`src/rtl/pipeline_hazard_ctrl.sv`:
```
// Stall/bubble sequencer for the 5-stage RV32I pipeline registers.
// Handles post-reset fill, load-use bubbles, branch flushes and data-memory waits with timeout.
module pipeline_hazard_ctrl #(
    parameter int INIT_CYCLES = 4,
    parameter int MAX_WAIT    = 16,
    parameter int CNT_W       = 16
) (
    input  logic             Clk,
    input  logic             Clear,
    input  logic [4:0]       id_rs1,
    input  logic [4:0]       id_rs2,
    input  logic             id_use_rs1,
    input  logic             id_use_rs2,
    input  logic [4:0]       ex_rd,
    input  logic             ex_mem_read,
    input  logic             ex_branch_taken,
    input  logic             mem_req,
    input  logic             mem_ack,
    output logic             stall_pc,
    output logic             stall_ifid,
    output logic             stall_idex,
    output logic             stall_exmem,
    output logic             stall_memwb,
    output logic             clear_ifid,
    output logic             clear_idex,
    output logic             mem_err,
    output logic [1:0]       state,
    output logic [CNT_W-1:0] stall_count,
    output logic [CNT_W-1:0] flush_count
);

    // state | meaning
    // INIT  | pipeline fill after reset: PC held, IF/ID and ID/EX bubbled
    // RUN   | normal issue; memory wait, branch flush, load-use in priority order
    // MEM_W | data memory outstanding: whole pipeline frozen
    // ERR   | memory timeout: frozen until Clear
    typedef enum logic [1:0] {
        S_INIT     = 2'd0,
        S_RUN      = 2'd1,
        S_MEM_WAIT = 2'd2,
        S_ERR      = 2'd3
    } state_t;

    localparam logic [3:0]       INIT_LOAD = 4'(INIT_CYCLES - 1);
    localparam logic [7:0]       WAIT_LAST = 8'(MAX_WAIT - 1);
    localparam logic [CNT_W-1:0] CNT_MAX   = '1;

    state_t           state_q, state_d;
    logic [3:0]       init_q, init_d;
    logic [7:0]       wait_q, wait_d;
    logic             err_q, err_d;
    logic [CNT_W-1:0] stall_cnt_q, stall_cnt_d;
    logic [CNT_W-1:0] flush_cnt_q, flush_cnt_d;
    logic             load_use;
    logic             flush_inc;
    logic             stall_inc;

    assign load_use = ex_mem_read && (ex_rd != 5'd0) &&
                      ((id_use_rs1 && (id_rs1 == ex_rd)) ||
                       (id_use_rs2 && (id_rs2 == ex_rd)));

    always_comb begin
        state_d     = state_q;
        init_d      = init_q;
        wait_d      = wait_q;
        err_d       = err_q;
        stall_pc    = 1'b0;
        stall_ifid  = 1'b0;
        stall_idex  = 1'b0;
        stall_exmem = 1'b0;
        stall_memwb = 1'b0;
        clear_ifid  = 1'b0;
        clear_idex  = 1'b0;
        flush_inc   = 1'b0;
        case (state_q)
            S_INIT: begin
                stall_pc   = 1'b1;
                clear_ifid = 1'b1;
                clear_idex = 1'b1;
                if (init_q == 4'd0) begin
                    state_d = S_RUN;
                end else begin
                    init_d = init_q - 4'd1;
                end
            end
            S_RUN: begin
                if (mem_req && !mem_ack) begin
                    {stall_pc, stall_ifid, stall_idex, stall_exmem, stall_memwb} = 5'b11111;
                    state_d = S_MEM_WAIT;
                    wait_d  = 8'd1;
                end else if (ex_branch_taken) begin
                    // ID holds a wrong-path instruction, so its load-use match is moot
                    clear_ifid = 1'b1;
                    clear_idex = 1'b1;
                    flush_inc  = 1'b1;
                end else if (load_use) begin
                    stall_pc   = 1'b1;
                    stall_ifid = 1'b1;
                    clear_idex = 1'b1;
                end
            end
            S_MEM_WAIT: begin
                if (mem_ack) begin
                    state_d = S_RUN;
                    wait_d  = 8'd0;
                end else begin
                    {stall_pc, stall_ifid, stall_idex, stall_exmem, stall_memwb} = 5'b11111;
                    wait_d = wait_q + 8'd1;
                    if (wait_q >= WAIT_LAST) begin
                        state_d = S_ERR;
                        err_d   = 1'b1;
                    end
                end
            end
            default: begin
                {stall_pc, stall_ifid, stall_idex, stall_exmem, stall_memwb} = 5'b11111;
                err_d = 1'b1;
            end
        endcase
    end

    assign stall_inc   = stall_pc && ((state_q == S_RUN) || (state_q == S_MEM_WAIT));
    assign stall_cnt_d = (stall_inc && (stall_cnt_q != CNT_MAX)) ? stall_cnt_q + 1'b1 : stall_cnt_q;
    assign flush_cnt_d = (flush_inc && (flush_cnt_q != CNT_MAX)) ? flush_cnt_q + 1'b1 : flush_cnt_q;

    always_ff @(posedge Clk) begin
        if (Clear) begin
            state_q     <= S_INIT;
            init_q      <= INIT_LOAD;
            wait_q      <= 8'd0;
            err_q       <= 1'b0;
            stall_cnt_q <= '0;
            flush_cnt_q <= '0;
        end else begin
            state_q     <= state_d;
            init_q      <= init_d;
            wait_q      <= wait_d;
            err_q       <= err_d;
            stall_cnt_q <= stall_cnt_d;
            flush_cnt_q <= flush_cnt_d;
        end
    end

    assign mem_err     = err_q;
    assign state       = state_q;
    assign stall_count = stall_cnt_q;
    assign flush_count = flush_cnt_q;

endmodule

```
`config.mk`:
```
export PLATFORM = sky130hd
export DESIGN_NAME = pipeline_hazard_ctrl
export DESIGN_NICKNAME = d
export VERILOG_FILES = /design/src/rtl/pipeline_hazard_ctrl.sv
export SDC_FILE = /design/constraint.sdc
export NUM_CORES = 1
export LEC_CHECK = 0
export ABC_AREA = 1
export CORE_UTILIZATION = 50
export DETAILED_ROUTE_END_ITERATION = 6
export GPL_TIMING_DRIVEN = 0
export PLACE_DENSITY_LB_ADDON = 0.15
export SYNTH_ARGS = -nofsm -noshare
export SYNTH_HDL_FRONTEND = slang
export SYNTH_SLANG_ARGS = --single-unit
```
`constraint.sdc`:
```
create_clock -name Clk -period 3.3 [get_ports Clk]
set_clock_uncertainty 0.05 [all_clocks]
set_input_delay 0.33 -clock Clk [delete_from_list [all_inputs] [get_ports Clk]]
set_output_delay 0.33 -clock Clk [all_outputs]
set_load 0.1 [all_outputs]
```
# Word level (Yosys, flattened, before mapping)
# Index checks and enable logic that the tools add are counted.
# totals
wordCells,71
input_bits,23
ff_bits,47
# op_classes
reduce_logical,21
mux,26
bitwise_logic,2
magnitude_cmp,1
n_eq_ne,11
n_addsub,4
# ops
cell,n
"16-bit by 1-bit adder with 16-bit output, second input constant",2
"16-bit inequality test, second input constant",2
8-bit 2-to-1 mux,2
8-bit one-hot mux with 2 select lines,1
1-bit 2-to-1 mux,12
5-bit equality test,2
"8-bit by 1-bit adder with 8-bit output, second input constant",1
"8-bit by 4-bit >= comparator with 1-bit output, second input constant",1
1-bit logical AND,8
2-bit 2-to-1 mux,4
"2-bit inequality test, second input constant",4
1-bit one-hot mux with 2 select lines,4
1-bit one-hot mux with 3 select lines,2
2-bit one-hot mux with 3 select lines,1
5-bit nonzero test,1
4-bit logical NOT,1
2-bit AND reduction,2
4-bit AND reduction,1
"4-bit by 1-bit subtractor with 4-bit output, second input constant",1
"3-bit inequality test, second input constant",1
3-bit AND reduction,1
3-bit nonzero test,1
"2-bit by 1-bit equality test with 1-bit output, second input constant",1
"2-bit equality test, second input constant",1
other kinds (6),8

# Longest topological paths before layout
# logic_depth
depth_word,10
mapped_depth,12
mapped_depth_nobuf,12

# Worst setup path before layout
# OpenSTA, ideal clock, no wires.
# synth_timing
path_kind,reg-to-output
start,reg state_q[0] (netlist: state[0])
end,out clear_idex
n_path_buf,0
path_slack_ps,21
arrival_ps,2899
stages_incl_launch_ff,7
t_required_ps,2920
cell_sequence,dfxtp_1 > ha_1 > inv_2 > nor2_2 > nand2_1 > nand2_1 > a31o_2
# synth_between
elab_chain_len,2
# synth_lines
element,line,source
from (decl),48,"state_t state_q, state_d;"
from (signal assigned),135,state_q <= state_d;
2-bit by 1-bit equality test with 1-bit output / 2-bit logical NOT (equally long branches),75,case (state_q)
1-bit one-hot mux with 2 select lines (*),75,
to (decl),25,"output logic clear_idex,"
# Mark *: on every way between the ends. The rest lies on a longest branch, timed or not.

# Worst setup path in the final report
# layout_timing
start,reg state_q[0] (netlist: state[0])
end,out stall_exmem
# layout_between
elab_chain_len,2
# layout_lines
element,line,source
2-bit equality test (tied with other cells),75,
1-bit one-hot mux with 3 select lines (*),75,
to (decl),22,"output logic stall_exmem,"
# Marks and branches as above.

==> impl_summary.log <==
INFO  metric area_fraction_in_compound_gates_after_synthesis = 0.126
INFO  metric post_synth.cell_area_avg = 6.60 um^2
INFO  metric asyncSetResetFlopFracSynth = 0
INFO  metric stdcell_count = 566
INFO  metric drive_above_1_share = 0.0847
INFO  metric fin_total_pwr = 1.89 mW
INFO  metric p_leak = 1.45 nW
INFO  metric syn_area = 2820 um^2
INFO  metric status = completed
INFO  metric timing.hold.worst.start = Clear
INFO  metric min_period = 3.12 ns
INFO  metric route.antenna.remaining_nets = 0
INFO  metric postSynthRegisterBits = 47
INFO  metric timing.critical_path.mode_cell = inv_2
INFO  metric grtUsageMet3 = 0.0405
INFO  metric grtUsageMet2 = 0.374
INFO  metric worst-path-max-fanout = 5
INFO  metric timing.rr.start = state[0]
INFO  metric fillers = 489
INFO  metric route.final.wire_length = 6.56 mm
INFO  metric post-cts-setup-buffer-count = 0
INFO  metric distinct_cell_type_count_after_synthesis = 34
INFO  metric holdBufCountCts = 0
INFO  metric synthDominantCellAreaShare = 0.334
INFO  metric synthCells = 427
INFO  metric number_of_enable_flip_flop_cells_after_synthesis = 0
INFO  metric grt_pass1_wl = 10.9 mm
INFO  metric worst_path_max_delay_cell = clkdlybuf4s50_1
INFO  metric maxClockFrequency = 320 MHz
INFO  metric globalRouteOverflowTotal = 0
INFO  metric dominantRegCellSynth = dfxtp_1
INFO  metric grt.met1_usage = 0.284
INFO  metric power.density = 525 nW/um^2
INFO  metric global_route.usage.total = 0.222
INFO  metric clk_latency = 0.30 ns
INFO  metric min_path_type = input port to flop
INFO  metric gp_congestion = 0.916
INFO  metric synth_simple_gate_area_frac = 0.344
INFO  metric final-setup-viol-count = 0
INFO  metric die_y = 77.1 um
INFO  metric critical_path.startpoint_type = flop
INFO  metric antenna-diode-count = 0
INFO  metric cts.reportedPaths.clkPinSlew = 0.08 ns
INFO  metric synth_largest_area_cell = dfxtp_1
INFO  metric timing.critical_path.cells = inv_1, ha_1, inv_2, nor2_1, inv_2, o21ai_0, inv_2, nand2_1, clkdlybuf4s50_1
INFO  metric placement.io_buffers = 63
INFO  metric layout.nets = 529
INFO  metric tritoncts.num_buffers = 5
INFO  metric synth_xor_area_frac = 0.0435
INFO  metric drc = 0
INFO  metric relSlewSlack = 0.344
INFO  metric grt_most_used_layer = met2
INFO  metric vdd.ir_drop.worst = 0.691 mV
INFO  metric setup_repair_after_global_routing_missed_its_margin = false
INFO  metric cts.sink_count = 47
INFO  metric yosys-mux-area-fraction = 0
INFO  metric half_perimeter_wire_length_after_placement = 4.92 mm
INFO  metric area_delta_synth_final = 28.0%
INFO  metric chipWidth = 77.1 um
INFO  metric tightest_slew = 0.981 ns
INFO  metric first_global_vias = 2576
INFO  metric initial_utilization = 0.535
INFO  metric worst_r2r_path_depth = 6
INFO  metric largest_net_degree_at_the_start_of_global_routing = 14
INFO  metric finish.utilization = 0.685
INFO  metric setup.worst_path.class = flop to primary output
INFO  metric ioPinCount = 65
INFO  metric worstSetupStartpoint = state[0]
INFO  metric num_rows = 26
INFO  metric initialDrtViolationCount = 83
INFO  metric drt_pre_antenna_iters = 5
INFO  metric post-route-worst-setup-slack = 0.177 ns
INFO  metric finalHoldViolCount = 0
INFO  metric via_count = 2848
INFO  metric synth_top_family_by_area = simple AND/OR/NAND/NOR gates
INFO  metric core_area = 5270 um^2
INFO  metric cts_tree = yes
INFO  metric die_area = 5940 um^2
INFO  metric timing.final.crit_share = 0.946
INFO  metric routed_via_density = 5.03
INFO  metric synth_fp_nets = 459
INFO  metric synth-seq-area-share = 0.334
INFO  metric postLayoutCellArea = 3610 um^2
INFO  metric kind_of_capture_point_of_the_worst_setup_path = primary output
INFO  metric synth-adder-area-share = 0.0399
INFO  metric detailed_route_wire_length_per_cell = 11.6 um
INFO  metric detailed_place.area = 3540 um^2
INFO  metric cp_data_arrival_time = 2.74 ns
INFO  metric critPathRequiredTime = 2.92 ns
INFO  metric drv_cap = 0
INFO  metric post_synth_main_area_contributors = dfxtp_1 33%, nand2_1 13%, inv_1 7.6%
INFO  metric synth.yosys.warnings = 0
INFO  metric dp.cells = 560
INFO  metric grt_antenna_before_repair = 0
INFO  metric deepest_level_of_the_cts_h_tree = 2
INFO  metric maxSlewViolCount = 0
INFO  metric cts_root_cell = clkbuf_8
INFO  metric worst_hold_path.num_cells = 2
INFO  metric crit_path_max_cell_delay = 1.14 ns
INFO  metric post-place-ws = -0.161 ns
INFO  metric cts_buffer_depth = 2
## worst paths after layout
check                   endpoint  slack (ns)
hold reg to reg          mem_err        0.40
hold / removal    flush_count[2]        0.40
setup / recovery     stall_exmem        0.18
setup reg to reg  stall_count[5]        1.16
## critical path, delay by kind of cell, from the launching register on
kind / cells / cell delay (ns)
AO/OA/AOI/OAI: 1 / 0.10
adder cells (fa/ha/maj): 1 / 0.20
AND/OR/NAND/NOR: 2 / 0.33
buffers and inverters: 5 / 1.44
flip-flops: 1 / 0.37
## Yosys cell counts, types with 2 or more instances
library cell / number
nor2_1: 40
clkbuf_1: 7
and3_1: 2
buf_4: 2
ha_1: 9
a21oi_1: 28
inv_1: 57
dfxtp_1: 47
nand2_1: 96
xor2_1: 9
nor3_1: 18
a21oi_2: 8
o21ai_1: 3
nand2_2: 5
nor3b_1: 3
nor2_2: 3
o21ai_0: 17
nand3_1: 25
xnor2_1: 5
nand4_1: 19
inv_2: 11
## timing repair
| action | CTS | global route |
|---|---|---|
| endpoints found under the hold margin | 0 | 0 |
| endpoints found under the setup margin | 2 | 4 |
| gates resized for setup | 4 | 4 |
## cells in the final DEF (no fill, tap or decap), types with 2 or more instances in the layout
cell | netlist | layout
xor2_1 | 9 | 9
nor3_1 | 18 | 18
a21oi_2 | 8 | 8
ha_1 | 9 | 9
nand2_2 | 5 | 5
nand2_1 | 96 | 96
nor2_2 | 3 | 3
inv_2 | 11 | 11
dlymetal6s2s_1 | 0 | 2
nand4_1 | 19 | 19
and3_1 | 2 | 2
buf_4 | 2 | 2
nor3b_1 | 3 | 3
nor2_1 | 40 | 40
clkbuf_1 | 7 | 7
o21ai_0 | 17 | 17
xnor2_1 | 5 | 5
nand3_1 | 25 | 25
dfxtp_1 | 47 | 47
a21oi_1 | 28 | 28
inv_1 | 57 | 57
clkdlybuf4s50_1 | 0 | 59
clkbuf_2 | 0 | 2
o21ai_1 | 3 | 3
clkbuf_8 | 0 | 5
## per-stage QoR
stage               hold slack [ns]  TNS [ns]
global placement              0.388    -0.288
floorplan                     0.373         0
global route                  0.428         0
finish                        0.403         0
CTS                           0.403         0
detailed placement            0.390    -0.307
## per-layer routing
layer	wire length [um]	share of wire
met4	44	0.0067
met2	2950	0.45
met1	3270	0.50
met5	0	0
met3	300	0.046
## registers in the layout, summed over array words and instances, names as in the netlist
name         cells
wait_q           8
stall_count     16
flush_count     16
state            2
init_q           4
mem_err          1
## logic make-up (layout without fill, tap and decap cells)
logic type	count (synthesis)	count (layout)
flops	47	47
buf+inv	80	149
compound gates	62	62
xor+xnor	14	14
simple gates	215	215
fa+ha+maj	9	9
## area by class of cell
class / instances / area, um^2 / area share
clock buffer: 5 / 68.8 / 0.0191
tap: 70 / 87.6 / 0.0243
inverter: 69 / 259 / 0.0718
sequential: 47 / 941 / 0.261
timing repair buffer: 63 / 626 / 0.173
buffer: 11 / 57.6 / 0.0160
multi-input combinational: 300 / 1560 / 0.433
clock inverter: 1 / 7.51 / 0.00208
## power breakdown
| group | leakage, nW | switching, mW | internal, mW | total, mW |
|---|---|---|---|---|
| logic | 1.03 | 0.683 | 0.223 | 0.906 |
| registers | 0.380 | 0.0411 | 0.615 | 0.656 |
| clock network | 0.0361 | 0.189 | 0.141 | 0.330 |
Power figures use the tool's default switching activity.
